File: config.mk
export PLATFORM = sky130hd
export DESIGN_NAME = time_set_ctrl_flat
export DESIGN_NICKNAME = d
export VERILOG_FILES = /design/src/rtl/time_pkg.sv /design/src/rtl/time_set_ctrl_if.sv /design/src/rtl/tick_prescaler.sv /design/src/rtl/time_set_ctrl.sv /design/src/flat_wrapper.sv
export SDC_FILE = /design/constraint.sdc
export NUM_CORES = 1
export LEC_CHECK = 0
export CORE_UTILIZATION = 50
export CTS_CLUSTER_DIAMETER = 40
export DETAILED_ROUTE_END_ITERATION = 10
export PLACE_DENSITY_LB_ADDON = 0.1
export SLEW_MARGIN = 5
export SYNTH_ARGS = -nofsm -noshare
export SYNTH_HDL_FRONTEND = slang
export SYNTH_SLANG_ARGS = --single-unit
File: constraint.sdc
create_clock -name clk -period 4 [get_ports clk]
set_clock_uncertainty 0.05 [all_clocks]
set_input_delay 1.2 -clock clk [delete_from_list [all_inputs] [get_ports clk]]
set_output_delay 1.2 -clock clk [all_outputs]
set_load 0.01 [all_outputs]
File: src/rtl/time_pkg.sv
// Shared types and helpers for the HH:MM set controller: state encoding,
// field limits and a divider-free binary-to-BCD split.
package time_pkg;

  typedef enum logic [1:0] {
    S_RUN      = 2'd0,
    S_SET_HOUR = 2'd1,
    S_SET_MIN  = 2'd2,
    S_COMMIT   = 2'd3
  } state_e;

  localparam logic [4:0] MAX_HOUR  = 5'd23;
  localparam logic [5:0] MAX_MIN   = 6'd59;

  localparam logic [1:0] DISP_RUN  = 2'b00;
  localparam logic [1:0] DISP_HOUR = 2'b01;
  localparam logic [1:0] DISP_MIN  = 2'b10;

  // Binary 0..59 to {tens[2:0], units[3:0]} using a compare chain.
  function automatic logic [6:0] to_bcd(input logic [5:0] bin);
    logic [2:0] tens;
    logic [3:0] units;
    if (bin >= 6'd50) begin
      tens  = 3'd5;
      units = 4'(bin - 6'd50);
    end else if (bin >= 6'd40) begin
      tens  = 3'd4;
      units = 4'(bin - 6'd40);
    end else if (bin >= 6'd30) begin
      tens  = 3'd3;
      units = 4'(bin - 6'd30);
    end else if (bin >= 6'd20) begin
      tens  = 3'd2;
      units = 4'(bin - 6'd20);
    end else if (bin >= 6'd10) begin
      tens  = 3'd1;
      units = 4'(bin - 6'd10);
    end else begin
      tens  = 3'd0;
      units = 4'(bin);
    end
    return {tens, units};
  endfunction

endpackage

File: src/rtl/time_set_ctrl_if.sv
// Button, counter-readback and load/enable bundle between the set controller
// (slave) and its environment (master).
interface time_set_ctrl_if;
  logic       btn_mode;
  logic       btn_inc;
  logic [3:0] u_min_in;
  logic [2:0] z_min_in;
  logic [3:0] u_hour_in;
  logic [1:0] z_hour_in;
  logic       cnt_en;
  logic       cnt_load;
  logic [3:0] u_min_ld;
  logic [2:0] z_min_ld;
  logic [3:0] u_hour_ld;
  logic [1:0] z_hour_ld;
  logic [1:0] disp_sel;

  modport master (
    output btn_mode, btn_inc, u_min_in, z_min_in, u_hour_in, z_hour_in,
    input  cnt_en, cnt_load, u_min_ld, z_min_ld, u_hour_ld, z_hour_ld, disp_sel
  );

  modport slave (
    input  btn_mode, btn_inc, u_min_in, z_min_in, u_hour_in, z_hour_in,
    output cnt_en, cnt_load, u_min_ld, z_min_ld, u_hour_ld, z_hour_ld, disp_sel
  );
endinterface

File: src/rtl/tick_prescaler.sv
// Minute divider: counts 0..TICKS_PER_MIN-1 while run is high, holds otherwise,
// and flags the last count of each minute as a one-cycle tick.
module tick_prescaler #(
  parameter int TICKS_PER_MIN = 60
) (
  input  logic clk,
  input  logic rst,
  input  logic run,
  input  logic clear,
  output logic tick
);

  localparam int CW = $clog2(TICKS_PER_MIN);
  localparam logic [CW-1:0] LAST = CW'(TICKS_PER_MIN - 1);

  logic [CW-1:0] count_r;

  // Prescaler count: clear beats run; count freezes outside RUN.
  always_ff @(posedge clk) begin
    if (rst) begin
      count_r <= '0;
    end else if (clear) begin
      count_r <= '0;
    end else if (run) begin
      count_r <= (count_r == LAST) ? '0 : count_r + CW'(1);
    end else begin
      count_r <= count_r;
    end
  end

  assign tick = run && (count_r == LAST);

endmodule

File: src/rtl/time_set_ctrl.sv
// HH:MM sequencer: per-minute count enable plus a mode/inc button set FSM that
// commits the edited time as a one-cycle BCD load. Optional macro
// TIME_SET_TIMEOUT_EN aborts an idle edit after TIMEOUT_CYCLES cycles.
module time_set_ctrl
  import time_pkg::*;
#(
  parameter int TICKS_PER_MIN  = 60,
  parameter int TIMEOUT_CYCLES = 1000
) (
  input logic            clk,
  input logic            rst,
  time_set_ctrl_if.slave bus
);

  state_e     state_r;
  logic [4:0] edit_hour_r;
  logic [5:0] edit_min_r;
  logic       cnt_load_r;
  logic [1:0] disp_sel_r;
  logic [3:0] u_min_ld_r;
  logic [2:0] z_min_ld_r;
  logic [3:0] u_hour_ld_r;
  logic [1:0] z_hour_ld_r;

  logic       tick_s;
  logic       timeout_s;
  logic [6:0] raw_hour_s;
  logic [6:0] raw_min_s;
  logic [4:0] cap_hour_s;
  logic [5:0] cap_min_s;
  logic [6:0] bcd_hour_s;
  logic [6:0] bcd_min_s;

  tick_prescaler #(.TICKS_PER_MIN(TICKS_PER_MIN)) u_prescaler (
    .clk   (clk),
    .rst   (rst),
    .run   (state_r == S_RUN),
    .clear (state_r == S_COMMIT),
    .tick  (tick_s)
  );

  // Capture path: BCD readback to binary, saturated into 00:00..23:59.
  always_comb begin
    raw_hour_s = ({5'd0, bus.z_hour_in} * 7'd10) + {3'd0, bus.u_hour_in};
    raw_min_s  = ({4'd0, bus.z_min_in} * 7'd10) + {3'd0, bus.u_min_in};
    cap_hour_s = (raw_hour_s > {2'd0, MAX_HOUR}) ? MAX_HOUR : raw_hour_s[4:0];
    cap_min_s  = (raw_min_s > {1'd0, MAX_MIN}) ? MAX_MIN : raw_min_s[5:0];
    bcd_hour_s = to_bcd({1'b0, edit_hour_r});
    bcd_min_s  = to_bcd(edit_min_r);
  end

`ifdef TIME_SET_TIMEOUT_EN
  localparam int IDLE_W = $clog2(TIMEOUT_CYCLES);
  localparam logic [IDLE_W-1:0] IDLE_LAST = IDLE_W'(TIMEOUT_CYCLES - 1);

  logic [IDLE_W-1:0] idle_r;
  logic              in_set_s;

  assign in_set_s  = (state_r == S_SET_HOUR) || (state_r == S_SET_MIN);
  assign timeout_s = in_set_s && (idle_r == IDLE_LAST);

  // Idle counter: only runs in a set state with no button; anything else clears it.
  always_ff @(posedge clk) begin
    if (rst) begin
      idle_r <= '0;
    end else if (in_set_s && !bus.btn_mode && !bus.btn_inc) begin
      idle_r <= idle_r + IDLE_W'(1);
    end else begin
      idle_r <= '0;
    end
  end
`else
  assign timeout_s = 1'b0;
`endif

  // Set FSM with registered load strobe, load values and display select.
  always_ff @(posedge clk) begin
    if (rst) begin
      state_r     <= S_RUN;
      edit_hour_r <= 5'd0;
      edit_min_r  <= 6'd0;
      cnt_load_r  <= 1'b0;
      disp_sel_r  <= DISP_RUN;
      u_min_ld_r  <= 4'd0;
      z_min_ld_r  <= 3'd0;
      u_hour_ld_r <= 4'd0;
      z_hour_ld_r <= 2'd0;
    end else begin
      cnt_load_r <= 1'b0;
      case (state_r)
        S_RUN: begin
          if (bus.btn_mode) begin
            state_r     <= S_SET_HOUR;
            edit_hour_r <= cap_hour_s;
            edit_min_r  <= cap_min_s;
            disp_sel_r  <= DISP_HOUR;
          end else begin
            disp_sel_r  <= DISP_RUN;
          end
        end
        S_SET_HOUR: begin
          if (bus.btn_mode) begin
            state_r     <= S_SET_MIN;
            disp_sel_r  <= DISP_MIN;
          end else if (bus.btn_inc) begin
            edit_hour_r <= (edit_hour_r == MAX_HOUR) ? 5'd0 : edit_hour_r + 5'd1;
          end else if (timeout_s) begin
            state_r     <= S_RUN;
            disp_sel_r  <= DISP_RUN;
          end else begin
            disp_sel_r  <= DISP_HOUR;
          end
        end
        S_SET_MIN: begin
          if (bus.btn_mode) begin
            // Load values are latched here so they are valid during COMMIT.
            state_r     <= S_COMMIT;
            cnt_load_r  <= 1'b1;
            disp_sel_r  <= DISP_RUN;
            z_hour_ld_r <= 2'(bcd_hour_s[6:4]);
            u_hour_ld_r <= bcd_hour_s[3:0];
            z_min_ld_r  <= bcd_min_s[6:4];
            u_min_ld_r  <= bcd_min_s[3:0];
          end else if (bus.btn_inc) begin
            edit_min_r  <= (edit_min_r == MAX_MIN) ? 6'd0 : edit_min_r + 6'd1;
          end else if (timeout_s) begin
            state_r     <= S_RUN;
            disp_sel_r  <= DISP_RUN;
          end else begin
            disp_sel_r  <= DISP_MIN;
          end
        end
        S_COMMIT: begin
          state_r    <= S_RUN;
          disp_sel_r <= DISP_RUN;
        end
        default: begin
          state_r    <= S_RUN;
          disp_sel_r <= DISP_RUN;
        end
      endcase
    end
  end

  assign bus.cnt_en    = tick_s;
  assign bus.cnt_load  = cnt_load_r;
  assign bus.u_min_ld  = u_min_ld_r;
  assign bus.z_min_ld  = z_min_ld_r;
  assign bus.u_hour_ld = u_hour_ld_r;
  assign bus.z_hour_ld = z_hour_ld_r;
  assign bus.disp_sel  = disp_sel_r;

endmodule

File: src/flat_wrapper.sv
// flat-port wrapper written by rule: the top's interface ports become plain ports
module time_set_ctrl_flat import time_pkg::*;
#(
  parameter int TICKS_PER_MIN  = 60,
  parameter int TIMEOUT_CYCLES = 1000
)
  (clk, rst, bus_btn_mode, bus_btn_inc, bus_u_min_in, bus_z_min_in, bus_u_hour_in, bus_z_hour_in, bus_cnt_en, bus_cnt_load, bus_u_min_ld, bus_z_min_ld, bus_u_hour_ld, bus_z_hour_ld, bus_disp_sel);
  time_set_ctrl_if bus_i ();
  input logic clk;
  input logic rst;
  input wire logic [$bits(bus_i.btn_mode)-1:0] bus_btn_mode;
  input wire logic [$bits(bus_i.btn_inc)-1:0] bus_btn_inc;
  input wire logic [$bits(bus_i.u_min_in)-1:0] bus_u_min_in;
  input wire logic [$bits(bus_i.z_min_in)-1:0] bus_z_min_in;
  input wire logic [$bits(bus_i.u_hour_in)-1:0] bus_u_hour_in;
  input wire logic [$bits(bus_i.z_hour_in)-1:0] bus_z_hour_in;
  output wire logic [$bits(bus_i.cnt_en)-1:0] bus_cnt_en;
  output wire logic [$bits(bus_i.cnt_load)-1:0] bus_cnt_load;
  output wire logic [$bits(bus_i.u_min_ld)-1:0] bus_u_min_ld;
  output wire logic [$bits(bus_i.z_min_ld)-1:0] bus_z_min_ld;
  output wire logic [$bits(bus_i.u_hour_ld)-1:0] bus_u_hour_ld;
  output wire logic [$bits(bus_i.z_hour_ld)-1:0] bus_z_hour_ld;
  output wire logic [$bits(bus_i.disp_sel)-1:0] bus_disp_sel;
  assign bus_i.btn_mode = bus_btn_mode;
  assign bus_i.btn_inc = bus_btn_inc;
  assign bus_i.u_min_in = bus_u_min_in;
  assign bus_i.z_min_in = bus_z_min_in;
  assign bus_i.u_hour_in = bus_u_hour_in;
  assign bus_i.z_hour_in = bus_z_hour_in;
  assign bus_cnt_en = bus_i.cnt_en;
  assign bus_cnt_load = bus_i.cnt_load;
  assign bus_u_min_ld = bus_i.u_min_ld;
  assign bus_z_min_ld = bus_i.z_min_ld;
  assign bus_u_hour_ld = bus_i.u_hour_ld;
  assign bus_z_hour_ld = bus_i.z_hour_ld;
  assign bus_disp_sel = bus_i.disp_sel;
  time_set_ctrl #(.TICKS_PER_MIN(TICKS_PER_MIN), .TIMEOUT_CYCLES(TIMEOUT_CYCLES)) u_core (.clk(clk), .rst(rst), .bus(bus_i));
endmodule
==> flow_summary.yaml, run 1 <==
worst_hold_path:
  min-delay-path-class: "reg2reg"
clocking:
  root_buffer: "clkbuf_8"
  clk_path_buf_depth: 2
  cts_tree: "done"
  clkSlewWorstSetupHoldPaths_ps: 80
  cts_buffers: 5
  cts_hold_buf: 0
  insertion_delay_ps: 290
  cts_resized: 0
  cts.sinks: 35
  post_cts_buffers: 0
  cts_max_level: 2
setup_path:
  required_ps: 4160
  rrSetupSlack_ps: 1480
  critical_path_class: "in2reg"
  path_max_fanout: 7
  cp-end-kind: "register"
  arrival_ps: 3720
  start_kind: "input port"
yosys:
  synth-seq-cells: 35
  synth_area_leaders: "dfxtp_1 25%, ha_1 15%, a21oi_1 5.3%, nand2_1 3.8%, o21ai_0 3.8%"
  synth_edf_count: 0
  syn-num-nets: 397
  async_reset_ff_share_pct: 0
  ys_seq_area_share_pct: 25.36
  avgSynthCellArea_um2: 8.008
  synth_area_um2: 2763
  synthCells: 345
  yosys.area.top_type: "dfxtp_1"
  yosysWarnings: 0
  synth-main-ff-cell: "dfxtp_1"
  synth_top_cell_area_share_pct: 25.36
  yosysUniqueCellTypes: 60
global_route:
  grt_start_max_net_pins: 19
  grt_antenna_before_repair: 0
  grt_pass1_wl_um: 10580
  overflow: 0
  grt_use_total_pct: 21.75
  first_global_vias: 2318
placed_design:
  place_congestion: 0.8566
  port_buffers: 33
  dp_slack_ps: 166.3
  dp.final_hpwl_um: 4511
power_and_ir_drop:
  vdd.ir_drop.worst_mv: 0.1512
  power_leakage_uw: 0.001260
  power_density_nw_per_um2: 366.5
final_layout:
  nFillCells: 480
  antenna_cells: 0
  final_nets: 428
  drive_gt1_share_pct: 5.836
  syn2layout_area_growth_pct: 18.12
sta:
  maxSlewHeadroom_pct: 61.25
  tightest_slew_ps: 576.3
  slew_viol_final: 0
  fin_setup_tns_ps: 0
  period_share_pct: 88.96
  period_minus_slack_ps: 3558
  setup_viol: 0
  fin_ws_ps: 441.6
  rsz0062_at_grt: "false"
  fmax_mhz: 281.0
  final_hold_viol_count: 0
  hold_ws_ps: 407.2
drt:
  wl_um: 6171
  firstDrtPassIters: 4
  drc: 0
  drtIter0Drc: 163
  wl_per_cell_um: 13.81
  vias_per_cell: 5.915
  vias: 2644
  antenna_left: 0
floorplanning:
  dieWidth_um: 76.33
  die-area_um2: 5826
  rows: 26
  initial_core_util_pct: 53.08
  core_um2: 5205
  die_y_um: 76.33
  ios: 34
run_status:
  outcome: "finished, final reports clean"
flow_run:
  drv_cap: 0
==> report_power, final <==
part           internal, µW  total (µW)  leakage, µW  switching, µW
Sequential              385         445     0.000285           59.5
Clock                   186         325    0.0000581            139
Combinational           190         427     0.000917            236
==> registers in the layout, indices dropped and copies added (netlist names), 2 cells and up <==
signal,count
u_core.state_r,2
u_core.edit_hour_r,5
u_core.bus.disp_sel,2
u_core.u_prescaler.count_r,6
u_core.edit_min_r,6
u_core.bus.u_min_ld,4
u_core.bus.z_hour_ld,2
u_core.bus.u_hour_ld,4
u_core.bus.z_min_ld,3
==> cell type report <==
class                           instances  area (µm²)  area share [%]
Clock buffer                            5       68.82           2.109
Clock inverter                          3       43.79           1.342
Inverter                               19       71.32           2.186
Multi-Input combinational cell        277        1923           58.93
Sequential cell                        35       700.7           21.47
Tap cell                               70       87.58           2.684
Timing Repair Buffer                   38       367.9           11.27
==> critical path, stage by stage <==
cell and delay, ps:
clkdlybuf4s50_1 430, ha_1 330, ha_1 320, a21oi_1 420, a211oi_1 170, a21o_1 210, or4_1 470, a21oi_1 170
==> path summary, 6_finish.rpt <==
check                     startpoint                       to  cells after the start
max reg2reg     u_core.edit_min_r[2]   u_core.bus.u_min_ld[2]                      7
min reg2reg  u_core.bus.u_hour_ld[0]  u_core.bus.u_hour_ld[0]                      2
max                  bus_z_min_in[0]     u_core.edit_min_r[0]                      8
min          u_core.bus.u_hour_ld[0]  u_core.bus.u_hour_ld[0]                      2
==> layout by cell type, fill, tap and decap left out, drive strengths merged, types with 4 or more instances in the layout <==
master,n
nand2b,7
o211ai,6
nor2b,6
clkdlybuf4s50,33
and2,4
a21o,6
ha,33
dfxtp,35
a2111oi,5
nand2,28
o21ai,21
nor3,15
nand3,11
xor2,4
clkbuf,5
a31oi,6
buf,5
nand4,4
a211oi,11
nor2,23
nor3b,5
or3,4
a21oi,30
inv,19
==> metrics by stage <==
step                area [µm²]  power, µW  cells  utilization, %
floorplan                 2763      756.5    345               -
global placement          3151      862.7    439           60.53
detailed placement        3151      870.9    439           60.53
CTS                       3263       1202    447           62.69
global route              3263       1284    447           62.69
finish                    3263       1196    447           62.69
==> Yosys cell counts (all sizes together), types with 5 or more instances <==
| cell | n |
|---|---|
| a2111oi | 5 |
| a211oi | 11 |
| a21o | 6 |
| a21oi | 30 |
| a31oi | 6 |
| buf | 8 |
| clkbuf | 6 |
| dfxtp | 35 |
| ha | 33 |
| inv | 19 |
| nand2 | 28 |
| nand2b | 7 |
| nand3 | 11 |
| nor2 | 23 |
| nor2b | 6 |
| nor3 | 15 |
| nor3b | 5 |
| o211ai | 6 |
| o21ai | 21 |
==> layer usage <==
layer / up-vias / part of all wire [%] / GRT usage [%] / routed length [µm]
met5: - / 0 / 0 / 0
met4: 0 / 0.71 / 5.192 / 44
met3: 4 / 5.1 / 3.952 / 312
met2: 82 / 45 / 35.50 / 2781
met1: 1214 / 49 / 29.57 / 3033
li1: 1344 / - / - / -
==> cell families after synthesis <==
group	count (synthesis)	share of synthesized area (%)
DFF	35	25.36
xor gates and xnor gates	7	2.219
buffers and inverters	33	5.027
AOI/OAI and AO/OA	109	26.31
muxes	3	1.087
and+or+nand+nor	123	23.60
adders and majority gates	35	16.40
Note: power is estimated with default switching activity, not from simulation.
==> inputs of run 2 (changes only) <==
--- a/config.mk
+++ b/config.mk
@@ -5,10 +5,12 @@
 export SDC_FILE = /design/constraint.sdc
 export NUM_CORES = 1
 export LEC_CHECK = 0
+export CORE_MARGIN = 2
 export CORE_UTILIZATION = 50
 export CTS_CLUSTER_DIAMETER = 40
 export DETAILED_ROUTE_END_ITERATION = 10
 export PLACE_DENSITY_LB_ADDON = 0.1
+export RECOVER_POWER = 100
 export SLEW_MARGIN = 5
 export SYNTH_ARGS = -nofsm -noshare
 export SYNTH_HDL_FRONTEND = slang
==> run 2 against run 1 <==
Cell area decreased by 0.46%. Hold slack improved by 1.7 ps. Highest routed layer unchanged. Flip-flop and latch count did not move. Non-clock buffer count unchanged. First-iteration DRC count fell by 40%. Via count is 2.3% lower. Largest cell class unchanged. Critical endpoint is now u_core.edit_min_r[3]. Wire length is 0.28% lower. Register-to-register slack improved by 40 ps.
==> flow_summary.yaml, run 2 (synthesized netlist as in run 1, its figures left out) <==
drt:
  firstDrtPassIters: 4
  wl_per_cell_um: 13.71
  drtIter0Drc: 97
  drc: 0
  antenna_left: 0
  wl_um: 6154
  vias_per_cell: 5.755
  vias: 2584
sta:
  maxSlewHeadroom_pct: 53.03
  final_hold_viol_count: 0
  rsz0062_at_grt: "false"
  fmax_mhz: 285.8
  tightest_slew_ps: 702.2
  hold_ws_ps: 408.9
  fin_setup_tns_ps: 0
  period_share_pct: 87.46
  slew_viol_final: 0
  setup_viol: 0
  period_minus_slack_ps: 3498
setup_path:
  rrSetupSlack_ps: 1520
  arrival_ps: 3640
  r2r-start: "u_core.edit_min_r[3]"
  start_kind: "input port"
  path_max_fanout: 7
  rr_endpoint: "u_core.bus.u_min_ld[3]"
  cp-end-kind: "register"
  critical_path_class: "in2reg"
  required_ps: 4140
  r2r_cells: 7
clocking:
  cts_resized: 0
  cts_buffers: 5
  cts_max_level: 2
  clk_path_buf_depth: 2
  root_buffer: "clkbuf_8"
  cts_tree: "done"
  insertion_delay_ps: 300
  cts.sinks: 35
  clkSlewWorstSetupHoldPaths_ps: 80
  cts_hold_buf: 0
  post_cts_buffers: 0
floorplanning:
  core_um2: 5405
  initial_core_util_pct: 51.11
  die_y_um: 78.33
  dieWidth_um: 78.33
  rows: 27
  die-area_um2: 6136
  ios: 34
global_route:
  overflow: 0
  grt_use_total_pct: 21.56
  grt_antenna_before_repair: 0
  first_global_vias: 2381
  grt_pass1_wl_um: 10840
  grt_start_max_net_pins: 20
power_and_ir_drop:
  vdd.ir_drop.worst_mv: 0.1564
  power_density_nw_per_um2: 369.3
  power_leakage_uw: 0.001306
  finalPower_uw: 1199
final_layout:
  final_common_cell: "dfxtp_1"
  nFillCells: 507
  drive_gt1_share_pct: 4.775
  reg.largest.list: "u_core.edit_min_r: 6 flops, u_core.u_prescaler.count_r: 6 flops, u_core.edit_hour_r: 5 flops"
  layout_common_cells: "35 x dfxtp_1, 33 x ha_1, 29 x a21oi_1, 28 x nand2_1, 23 x nor2_1"
  fin_util_pct: 60.09
  final_nets: 428
  antenna_cells: 0
  syn2layout_area_growth_pct: 17.57
placed_design:
  port_buffers: 33
  dp.final_hpwl_um: 4459
  place_congestion: 0.8374
run_status:
  outcome: "finished, final reports clean"
worst_hold_path:
  worst_hold_path.endpoint: "u_core.bus.u_hour_ld[2]"
  min_path_cells: 2
  hold_path_startpoint: "u_core.bus.u_hour_ld[2]"
  min-delay-path-class: "reg2reg"
flow_run:
  drv_cap: 0
run 2: cell count changes in the layout (fill, tap and decap cells not counted):
cell,previous run,this run
nor3b_2,1,0
a2111oi_0,3,4
nor3b_1,4,5
clkbuf_1,0,3
and2_0,0,1
clkdlybuf4s50_1,33,13
buf_4,5,2
a2111oi_1,1,0
dlygate4sd3_1,0,20
and2_1,4,3
run 2: cell type report:
cell class	count	area, µm²	area share, %
multi-input cells	277	1917	59.01
flip-flops and latches	35	700.7	21.57
repair buffers	38	356.6	10.98
well taps	72	90.09	2.773
inverters	19	71.32	2.196
clock buffers	5	68.82	2.119
clock inverters	3	43.79	1.348
run 2: worst max-delay path by stage:
stage	start	end	slack, ps	cells after the start
2_1_floorplan	bus_z_min_in[0]	u_core.edit_min_r[0]	780	7
3_3_place_gp	bus_z_min_in[0]	u_core.edit_min_r[0]	260	8
3_5_place_dp	bus_z_min_in[0]	u_core.edit_min_r[0]	200	8
4_1_cts	bus_z_min_in[0]	u_core.edit_min_r[0]	510	8
5_1_grt	bus_z_min_in[0]	u_core.edit_min_r[3]	230	8
6_report	bus_z_min_in[0]	u_core.edit_min_r[3]	500	8
run 2: layer usage:
layer  part of all wire (%)  global-route usage, %
met2                     43                  34.57
met5                      0                      0
met4                    1.8                  8.772
met1                     51                  29.19
met3                    3.5                  2.989
run 2: worst max-delay path, stage by stage:
cell	delay (ps)
clkdlybuf4s50_1	430
ha_1	330
ha_1	310
a21oi_1	400
nand2_1	90
a211oi_1	340
o311ai_0	210
a211o_1	320
run 2: metrics by stage:
stage                     cell area [µm²]  cells  worst slack (ps)
after floorplan                      2763    345             784.5
after global placement               3153    441             260.2
after detailed placement             3153    441             199.2
after CTS                            3266    449             513.8
after global routing                 3248    449             234.7
final                                3248    449             501.6
run 2: power by group:
group | internal (µW) | switching, µW | total, µW | leakage, µW
clock network | 186 | 148 | 334 | 0.0000581
logic | 185 | 236 | 422 | 0.000963
registers | 385 | 58.7 | 444 | 0.000285
total | 756 | 443 | 1200 | 0.00131
